**src/rtl/hazard_ctrl_if.sv**
```systemverilog
// Hazard-code and pipeline-control bundle between the ID-stage detectors/datapath
// (master) and the hazard controller (slave).
interface hazard_ctrl_if #(parameter int CNT_W = 16);
    logic [5:0]       hz_d1;
    logic [5:0]       hz_d2;
    logic             id_valid;
    logic             rs_zero;
    logic             rt_zero;
    logic             br_taken_e;
    logic             mem_hold;
    logic             pc_en;
    logic             ifid_en;
    logic             ifid_flush;
    logic             idex_flush;
    logic [1:0]       fwd_a_e;
    logic [1:0]       fwd_b_e;
    logic             stall_st;
    logic [CNT_W-1:0] stall_cnt;

    modport master (
        output hz_d1, hz_d2, id_valid, rs_zero, rt_zero, br_taken_e, mem_hold,
        input  pc_en, ifid_en, ifid_flush, idex_flush, fwd_a_e, fwd_b_e,
               stall_st, stall_cnt
    );

    modport slave (
        input  hz_d1, hz_d2, id_valid, rs_zero, rt_zero, br_taken_e, mem_hold,
        output pc_en, ifid_en, ifid_flush, idex_flush, fwd_a_e, fwd_b_e,
               stall_st, stall_cnt
    );
endinterface

```
**src/rtl/hazard_ctrl.sv**
```systemverilog
// Pipeline hazard controller: load-use single-bubble stall, branch flush, memory
// freeze, registered EX forwarding selects and a saturating stall counter.
module hazard_ctrl #(
    parameter int CNT_W = 16
) (
    input logic        clk,
    input logic        rst_n,
    hazard_ctrl_if.slave hz
);
    typedef enum logic {IDLE, STALL} stateT;

    localparam logic [5:0] LOAD_USE = 6'b111111;
    localparam logic [1:0] SRC_RF   = 2'b00;
    localparam logic [1:0] SRC_EXM  = 2'b01;
    localparam logic [1:0] SRC_MWB  = 2'b10;

    stateT            state;
    logic [1:0]       fwdA;
    logic [1:0]       fwdB;
    logic [CNT_W-1:0] stallCnt;
    logic             loadUse;

    // Register $zero never forwards; distance 1 outranks distance 2, and only the
    // one meaningful code per distance is honoured.
    function automatic logic [1:0] pickSrc(input logic isZero, input logic [1:0] d1Field,
                                           input logic [1:0] d2Field, input logic useD1);
        if (isZero)                          return SRC_RF;
        if (useD1 && d1Field == SRC_EXM)     return SRC_EXM;
        if (d2Field == SRC_MWB)              return SRC_MWB;
        return SRC_RF;
    endfunction

    assign loadUse = (state == IDLE) && hz.id_valid && (hz.hz_d1 == LOAD_USE);

    always_comb begin
        // NOTE: every output gets a default first so no path through the
        // branches below can leave one unassigned and infer a latch.
        hz.pc_en      = 1'b0;
        hz.ifid_en    = 1'b0;
        hz.ifid_flush = 1'b0;
        hz.idex_flush = 1'b0;
        if (rst_n && !hz.mem_hold) begin
            if (hz.br_taken_e) begin
                hz.pc_en      = 1'b1;
                hz.ifid_en    = 1'b1;
                hz.ifid_flush = 1'b1;
                hz.idex_flush = 1'b1;
            end else if (loadUse) begin
                hz.idex_flush = 1'b1;
            end else begin
                hz.pc_en   = 1'b1;
                hz.ifid_en = 1'b1;
            end
        end
    end

    // NOTE: state is updated with non-blocking assignments so every register
    // samples the pre-edge values, independent of statement order.
    always_ff @(posedge clk or negedge rst_n) begin
        if (!rst_n) begin
            state    <= IDLE;
            fwdA     <= SRC_RF;
            fwdB     <= SRC_RF;
            stallCnt <= '0;
        end else if (!hz.mem_hold) begin
            if (hz.br_taken_e || !hz.id_valid) begin
                state <= IDLE;
                fwdA  <= SRC_RF;
                fwdB  <= SRC_RF;
            end else if (loadUse) begin
                state <= STALL;
                fwdA  <= SRC_RF;
                fwdB  <= SRC_RF;
                if (stallCnt != '1) stallCnt <= stallCnt + CNT_W'(1);
            end else if (state == STALL) begin
                // EX holds the bubble, so the distance-1 code is stale here.
                state <= IDLE;
                fwdA  <= pickSrc(hz.rs_zero, hz.hz_d1[3:2], hz.hz_d2[3:2], 1'b0);
                fwdB  <= pickSrc(hz.rt_zero, hz.hz_d1[1:0], hz.hz_d2[1:0], 1'b0);
            end else begin
                fwdA <= pickSrc(hz.rs_zero, hz.hz_d1[3:2], hz.hz_d2[3:2], 1'b1);
                fwdB <= pickSrc(hz.rt_zero, hz.hz_d1[1:0], hz.hz_d2[1:0], 1'b1);
            end
        end
    end

    assign hz.fwd_a_e   = fwdA;
    assign hz.fwd_b_e   = fwdB;
    assign hz.stall_st  = (state == STALL);
    assign hz.stall_cnt = stallCnt;
endmodule

```
**src/flat_wrapper.sv**
```systemverilog
// flat-port wrapper written by rule: the top's interface ports become plain ports
module hazard_ctrl_flat 
#(
    parameter int CNT_W = 16
)
  (clk, rst_n, hz_hz_d1, hz_hz_d2, hz_id_valid, hz_rs_zero, hz_rt_zero, hz_br_taken_e, hz_mem_hold, hz_pc_en, hz_ifid_en, hz_ifid_flush, hz_idex_flush, hz_fwd_a_e, hz_fwd_b_e, hz_stall_st, hz_stall_cnt);
  hazard_ctrl_if #(.CNT_W(CNT_W)) hz_i ();
  input logic clk;
  input logic rst_n;
  input wire logic [$bits(hz_i.hz_d1)-1:0] hz_hz_d1;
  input wire logic [$bits(hz_i.hz_d2)-1:0] hz_hz_d2;
  input wire logic [$bits(hz_i.id_valid)-1:0] hz_id_valid;
  input wire logic [$bits(hz_i.rs_zero)-1:0] hz_rs_zero;
  input wire logic [$bits(hz_i.rt_zero)-1:0] hz_rt_zero;
  input wire logic [$bits(hz_i.br_taken_e)-1:0] hz_br_taken_e;
  input wire logic [$bits(hz_i.mem_hold)-1:0] hz_mem_hold;
  output wire logic [$bits(hz_i.pc_en)-1:0] hz_pc_en;
  output wire logic [$bits(hz_i.ifid_en)-1:0] hz_ifid_en;
  output wire logic [$bits(hz_i.ifid_flush)-1:0] hz_ifid_flush;
  output wire logic [$bits(hz_i.idex_flush)-1:0] hz_idex_flush;
  output wire logic [$bits(hz_i.fwd_a_e)-1:0] hz_fwd_a_e;
  output wire logic [$bits(hz_i.fwd_b_e)-1:0] hz_fwd_b_e;
  output wire logic [$bits(hz_i.stall_st)-1:0] hz_stall_st;
  output wire logic [$bits(hz_i.stall_cnt)-1:0] hz_stall_cnt;
  assign hz_i.hz_d1 = hz_hz_d1;
  assign hz_i.hz_d2 = hz_hz_d2;
  assign hz_i.id_valid = hz_id_valid;
  assign hz_i.rs_zero = hz_rs_zero;
  assign hz_i.rt_zero = hz_rt_zero;
  assign hz_i.br_taken_e = hz_br_taken_e;
  assign hz_i.mem_hold = hz_mem_hold;
  assign hz_pc_en = hz_i.pc_en;
  assign hz_ifid_en = hz_i.ifid_en;
  assign hz_ifid_flush = hz_i.ifid_flush;
  assign hz_idex_flush = hz_i.idex_flush;
  assign hz_fwd_a_e = hz_i.fwd_a_e;
  assign hz_fwd_b_e = hz_i.fwd_b_e;
  assign hz_stall_st = hz_i.stall_st;
  assign hz_stall_cnt = hz_i.stall_cnt;
  hazard_ctrl #(.CNT_W(CNT_W)) u_core (.clk(clk), .rst_n(rst_n), .hz(hz_i));
endmodule
```
**config.mk**
```make
export PLATFORM = sky130hd
export DESIGN_NAME = hazard_ctrl_flat
export DESIGN_NICKNAME = d
export VERILOG_FILES = /design/src/rtl/hazard_ctrl_if.sv /design/src/rtl/hazard_ctrl.sv /design/src/flat_wrapper.sv
export SDC_FILE = /design/constraint.sdc
export NUM_CORES = 1
export LEC_CHECK = 0
export CORE_MARGIN = 2
export CORE_UTILIZATION = 38
export CTS_CLUSTER_SIZE = 28
export DETAILED_ROUTE_END_ITERATION = 12
export GPL_TIMING_DRIVEN = 0
export PLACE_DENSITY = 0.87
export SLEW_MARGIN = 30
export SYNTH_ARGS = -nofsm -noshare
export SYNTH_HDL_FRONTEND = slang
export SYNTH_SLANG_ARGS = --single-unit
```
**constraint.sdc**
```tcl
create_clock -name clk -period 2.05 [get_ports clk]
set_clock_uncertainty 0.15 [all_clocks]
set_input_delay 0.615 -clock clk [delete_from_list [all_inputs] [get_ports clk]]
set_output_delay 0.615 -clock clk [all_outputs]
set_load 0.01 [all_outputs]
```
Word-level counts from Yosys, hierarchy flattened
Cells that the tools add are included. W data, S select, Z words.

Logic and storage cells: 108. Input bits: 19. Register bits: 21.

Bitwise gates (word level): 3. Equal/unequal tests: 6. Add/subtract/negate cells: 1. Reduce and logical (&&, ||, !) cells: 7. Mux-type cells: 87.

Operators by type and width (count): $mux W1 (63); $mux W2 (24); $add A16 B1 Y16 const B (1); $ne A16 B16 Y1 const B (1); $eq A6 B6 Y1 const B (1); $eq A2 B1 Y1 const B (2); $eq A2 B2 Y1 const B (2); $reduce_and A4 Y1 (1); $logic_and A1 B1 Y1 (3); $not A1 Y1 (3); $logic_not A1 Y1 (2); $logic_or A1 B1 Y1 (1).

Longest topological paths before layout
Gate-level depths: netlist of the first run.

Depth after elaboration: 23. Depth in mapped cells: 6. Gate-level depth less buffers: 6.

Least setup slack after synthesis of the first run
Ideal clock, no wire load.

Path type: input to output. Start point: input hz_hz_d1[5]. End point: output hz_pc_en. Path buffers: 1. Path slack: -0.251 ns. Arrival: 1.536 ns. Stages on the path: 4. Cells stage by stage: nand4_2 -> or3_1 -> o21a_1 -> buf_4.

Longest elaborated chain between the ends: 5.

Ends and longest elaborated chain: start: declaration (line flat_wrapper.sv:10) `input wire logic [$bits(hz_i.hz_d1)-1:0] hz_hz_d1;`; $eq A6 B6 Y1 (line hazard_ctrl.sv:33) `assign loadUse = (state == IDLE) && hz.id_valid && (hz.hz_d1 == LOAD_USE);`; $logic_and A1 B1 Y1 (line hazard_ctrl.sv:33); $mux W1 (3 in series); end: declaration (line flat_wrapper.sv:17) `output wire logic [$bits(hz_i.pc_en)-1:0] hz_pc_en;`.

Every way passes these cells.

Final worst setup path of the first run
Start point: input hz_hz_d1[0]. End point: output hz_pc_en.

Longest elaborated chain between the ends: 5.

Ends and longest elaborated chain: $eq A6 B6 Y1 (line hazard_ctrl.sv:33); $logic_and A1 B1 Y1 (line hazard_ctrl.sv:33); $mux W1 (line hazard_ctrl.sv:48) `end else if (loadUse) begin`; $mux W1 (line hazard_ctrl.sv:43) `if (hz.br_taken_e) begin`; $mux W1 (line hazard_ctrl.sv:42) `if (rst_n && !hz.mem_hold) begin`.

Every way passes these cells.

==> metrics, run 1 <==
final hold violations 0; Clock Path Buffers 2; violated checks setup timing; Mapped Area 0.00109 mm^2; CP Capture Type output port; fin util 63.7%; met2 global-route usage roughly 34%; total congestion overflow 0; Leakage Power around 0.9 nW; Mapped Cells 103; via density per instance 5.29; Pre-Repair DR Iteration Count 4; Post-synth top cells 21 x dfrtp_1, 10 x nand2_1, 10 x nor2_1; Max VDD drop 0.000485 V; Starting Density 39.8%; top cells by area, synth dfrtp_1 48%, xor2_1 5.6%, xnor2_1 4.8%, nand2_1 3.4%, nor2_1 3.4%; Residual DRC 0; initial antenna violation count 0; number of synthesized register bits 21; critical path startpoint category input port; number of flops mapped to enable cells by yosys 0; final setup vio count 3; YS warnings 0; Port Buf Inserts 41; CP Data Arrival Time 1670 ps; FFs w/ async S/R, synth 100%; HPWL after DPL 1980 um; area added between synthesis and finish 59.9%; drt wl/cell around 15 um; total track usage 19.7%; clock root cell clkbuf_4; FILL cells 232; Slew HR between 60% and 70%; PnR worst setup slack -382 ps; most crowded layer after global routing met2; n_diodes 0; r2r setup slk 140 ps; post-synth top area cell dfrtp_1; FMAX 411 MHz; HP Class in -> async; total number of vias between 1000 and 1500; sequential share of the synthesized area 48.3%; antenna-violating nets left 0; Final nets 193; Slew @ Worst Pin 481 ps; min Tclk post-route approximately 2400 ps; Total Die Area 0.00331 mm^2; Post-synth top flop dfrtp_1; die width 57.5 um; CTS buffer count 3; DRT iter0 DRCs 30; CTS tree yes; PwrDens 412 mW/mm^2; Synth Area per Inst 10.6 um^2; M3 GR Usage 3.85%; vias in the first global route 1069; count of standard-cell rows 19; Clk pin slew, worst setup/hold paths 110 ps; most common cell in the netlist dfrtp_1; max-cap viol count 0; Post-Place Worst Slack -1580 ps; period utilization 119%; H-tree levels 1; ratio of cells with drive above 1 in the final layout between 30% and 40%; Clk Latency, worst-skew pair ~310 ps; RSZ-0062 raised after global routing yes; met1 Usage GRT 24.2%; worst-path maximum fanout 3; Clock Sink Count 21; largest net degree at the start of global routing 22; Setup crit start hz_hz_d1[0]; final slew viol count 0; gpl congestion approximately 0.8; worst r2r src u_core.hz.stall_cnt[0]; Yosys top cell area share 48.3%; Routed WL approximately 3000 um; Required @ worst endpoint 1280 ps; Setup CP Type in -> out; Cell variety after synth 32; cells on worst reg2reg path 7; r2r endpoint u_core.hz.stall_cnt[7]; CORE AREA 0.00273 mm^2; outcome complete, but fails checks; # IOs 44; Syn Nets 123; Die H 57.5 um; global-route wire length before repair 5090 um
-- cell usage in the layout, fill, tap and decap left out, drive strengths merged, types with 2 or more instances in the layout --
cell and instances:
a21oi 2, a22o 2, a32o 2, and2 2
buf 36, clkbuf 6, clkdlybuf4s50 18, dfrtp 21
dlygate4sd2 4, dlymetal6s2s 6, inv 4, nand2 11
nand3 8, nand4 5, nor2 10, nor3 5
nor3b 3, nor4 2, or4 2, xnor2 6
xor2 7
-- through the flow --
| step | std cells | power [mW] | cell area [um^2] | setup TNS (ps) | hold WS (ps) |
|---|---|---|---|---|---|
| 4_1_cts | 197 | 0.721 | 1690 | -971 | 361 |
| 2_1_floorplan | 103 | 0.453 | 1110 | -382 | 169 |
| 3_5_place_dp | 175 | 0.515 | 1560 | -14050 | 341 |
| 5_1_grt | 203 | 0.753 | 1740 | -1130 | 188 |
| 6_report | 203 | 0.716 | 1740 | -952 | 167 |
| 3_3_place_gp | 175 | 0.513 | 1560 | -12880 | 330 |
-- layout make-up --
cell class / count / area (um^2) / area share (%)
inverter: 4 / 15.0 / 0.863
tap: 31 / 38.8 / 2.23
clock buffer: 4 / 26.3 / 1.51
multi-input combinational: 77 / 559 / 32.1
timing repair buffer: 65 / 562 / 32.3
buffer: 1 / 11.3 / 0.647
sequential: 21 / 528 / 30.3
-- worst max-delay path by stage --
stage                     cells after the start  slack, ps  endpoint
after floorplan                               4       -190  hz_pc_en
after global placement                        5      -1520  hz_pc_en
after detailed placement                      5      -1580  hz_pc_en
after CTS                                     5       -380  hz_pc_en
after global routing                          5       -420  hz_pc_en
final                                         6       -380  hz_pc_en
-- sequential cells by signal, indices dropped and copies added (netlist names) --
name,flops
u_core.hz.stall_st,1
u_core.hz.stall_cnt,16
u_core.hz.fwd_a_e,2
u_core.hz.fwd_b_e,2
-- layer usage --
metal	wire (um)	vias up
met5	0	-
li1	-	503
met2	1430	53
met3	275	6
met1	1210	511
met4	58	0
-- cell families after synthesis --
logic type / synth area share [%]
simple gates: 31.0
flops: 48.3
buf+inv: 2.07
xor+xnor: 10.5
fa+ha+maj: 1.15
compound gates: 7.01
-- worst max-delay path, cell delays in order --
cell and delay (ps):
buf_4 100, nand4_4 100, or3_4 410, o21a_1 220
buf_6 120, buf_6 110
-- report_power, final --
group | internal (mW) | switching, mW
Clock | 0.0762 | 0.127
Sequential | 0.418 | 0.00195
Combinational | 0.0531 | 0.0404
-- timing repair --
action | CTS | global route
pin swaps | 4 | 5
hold buffers | 1 | 0
setup buffers | 17 | 6
gates cloned | 0 | 0
hold endpoints to repair | 21 | 0
resized for setup | 61 | 12
setup endpoints to repair | 33 | 15
Power figures use the tool's default switching activity.
==> inputs of run 2 (changes only) <==
==> constraint.sdc (replaced) <==
create_clock -name clk -period 2.05 [get_ports clk]
set_clock_uncertainty 0.15 [all_clocks]
set_input_delay 0.615 -clock clk [delete_from_list [all_inputs] [get_ports clk]]
set_output_delay 0.615 -clock clk [all_outputs]
set_load 0.05 [all_outputs]
==> run 2 against run 1 <==
  * The run still ends with setup timing left
  * Final cell count shrank 6.4%
  * Non-clock buffer count shrank 13
  * Routed wire length shrank 1.7%
  * Critical path depth is the same
  * Core utilization shrank 1.2 points
  * Sequential share of layout area grew 1.1 points
  * Die area is the same
  * Count of clock-buffer cells in the layout shrank 1
  * Sequential power is essentially flat
==> metrics, run 2 (same netlist as run 1, synthesis figures left out) <==
HP Class in -> async; WP buf/inv 3; max reg flops 16; Setup CP Type in -> out; total design power around 0.74 mW; internal power component 0.547 mW; area added between synthesis and finish 56.8%; Routed WL around 2900 um; initial antenna violation count 0; global-route wire length before repair about 4800 um; total congestion overflow 0; outcome complete, but fails checks; Residual DRC 0; ratio of cells with drive above 1 in the final layout 42.1%; CTS buffer count 3; n_diodes 0; Starting Density 39.8%; Slew HR 66.6%; DRT iter0 DRCs 37; Total Die Area 0.00331 mm^2; antenna-violating nets left 0; count of standard-cell rows 19; P_sw 0.190 mW; worst-path maximum fanout 2; Required @ worst endpoint about 1300 ps; Clock Sink Count 21; final slew viol count 0; cell total after placement 175; FMAX 404 MHz; sw frac 25.8%; Seq pwr share 57.2%; Reg area between 500 and 600 um^2; drt wl/cell 15.4 um; clock root cell clkbuf_4; Final nets 180; min Tclk post-route 2480 ps; largest net degree at the start of global routing 22; critical path startpoint category input port; total number of vias 1026; total track usage 18.5%; Clock Path Buffers 2; worst r2r src u_core.hz.stall_st; post-route insts no fill 190; fin util 62.4%; Clk Latency, worst-skew pair 300 ps; Most common cell on crit path buf_8; max-cap viol count 0; CP peak stage delay roughly 410 ps; CP Capture Type output port; Clk pin slew, worst setup/hold paths roughly 110 ps; Max VDD drop 0.000405 V; RSZ-0062 raised after global routing yes; multi-input logic area 621 um^2; final hold violations 0; Leakage Power approximately 0.85 nW; final setup vio count 3; Die H roughly 58 um; CTS tree yes; die width ~58 um; via density per instance 5.40; critical path's top delay family simple AND/OR/NAND/NOR gates; gpl congestion approximately 0.76; Slowest-stage cell, CP or3_4; combinational group share of total power 16.0%; FILL cells 233; TNS Setup -1150 ps; CORE AREA 0.00273 mm^2; Setup crit start hz_id_valid; period utilization 121%; Port Buf Inserts 41; H-tree levels 1; Slew @ Worst Pin 503 ps; CP Data Arrival Time 1710 ps; vias in the first global route 1071; violated checks setup timing; CP Cell Sequence buf_4, nand4_4, or3_4, o21a_4, buf_8, buf_8; HPWL after DPL 1960 um; Pre-Repair DR Iteration Count 4; WHS 171 ps; # IOs 44; PwrDens 432 mW/mm^2; commonest non-fill, non-tap cells in the layout 12 x buf_4, 12 x dfrtp_1, 10 x nor2_1, 9 x nand2_1, 9 x dfrtp_2; Clk pwr share 26.8%; r2r setup slk 70 ps; PnR worst setup slack -427 ps
-- run 2: metrics by stage --
stage | cell area, um^2 | setup WS, ps
after floorplan | 1140 | -308
after global placement | 1590 | -1810
after detailed placement | 1590 | -1850
after CTS | 1680 | -420
after global routing | 1710 | -469
final | 1710 | -427
-- run 2: power by group through the flow --
stage,Combinational (mW),Clock [mW],Sequential [mW]
finish,0.118,0.198,0.421
global route,0.126,0.222,0.422
CTS,0.115,0.204,0.421
detailed placement,0.112,0,0.429
global placement,0.110,0,0.429
floorplan,0.0380,0,0.441
-- run 2: metal layers --
metal | global-route usage (%) | share of wire (%) | routed length [um] | up-vias
met5 | 0 | 0 | 0 | -
met4 | 6.64 | 1.5 | 44 | 0
met3 | 4.99 | 9.0 | 262 | 6
met2 | 33.0 | 51 | 1490 | 49
met1 | 21.2 | 38 | 1120 | 496
li1 | - | - | - | 475
-- run 2: timing repair --
item	CTS	global route
setup buffers	9	1
hold buffers	1	0
endpoints found under the hold margin	21	0
pin swaps	4	5
gates resized for setup	99	28
endpoints found under the setup margin	41	16
-- run 2: final timing paths --
check,endpoint,cells after the start
max in group asynchronous,u_core.hz.stall_cnt[7],2
worst max register to register,u_core.hz.stall_cnt[11],8
worst min register to register,u_core.hz.stall_cnt[4],1
min in group clk,u_core.hz.stall_cnt[4],1
worst max-delay path,hz_pc_en,6
worst min-delay path,u_core.hz.stall_cnt[4],2
-- run 2: area by class of cell --
cell class,count,area share [%]
sequential,21,31.5
timing repair buffer,52,26.5
clock buffer,3,1.32
tap,31,2.27
clock inverter,1,0.293
inverter,4,0.880
multi-input combinational,77,36.4
buffer,1,0.880
-- run 2: worst reg2reg max path, stage by stage (launching register included) --
cell and delay, ps:
dfrtp_2 420, nand2b_4 140, buf_4 120, buf_4 130
nor4b_4 330, buf_4 190, nand2_4 100, nor4_4 180
xor2_1 170
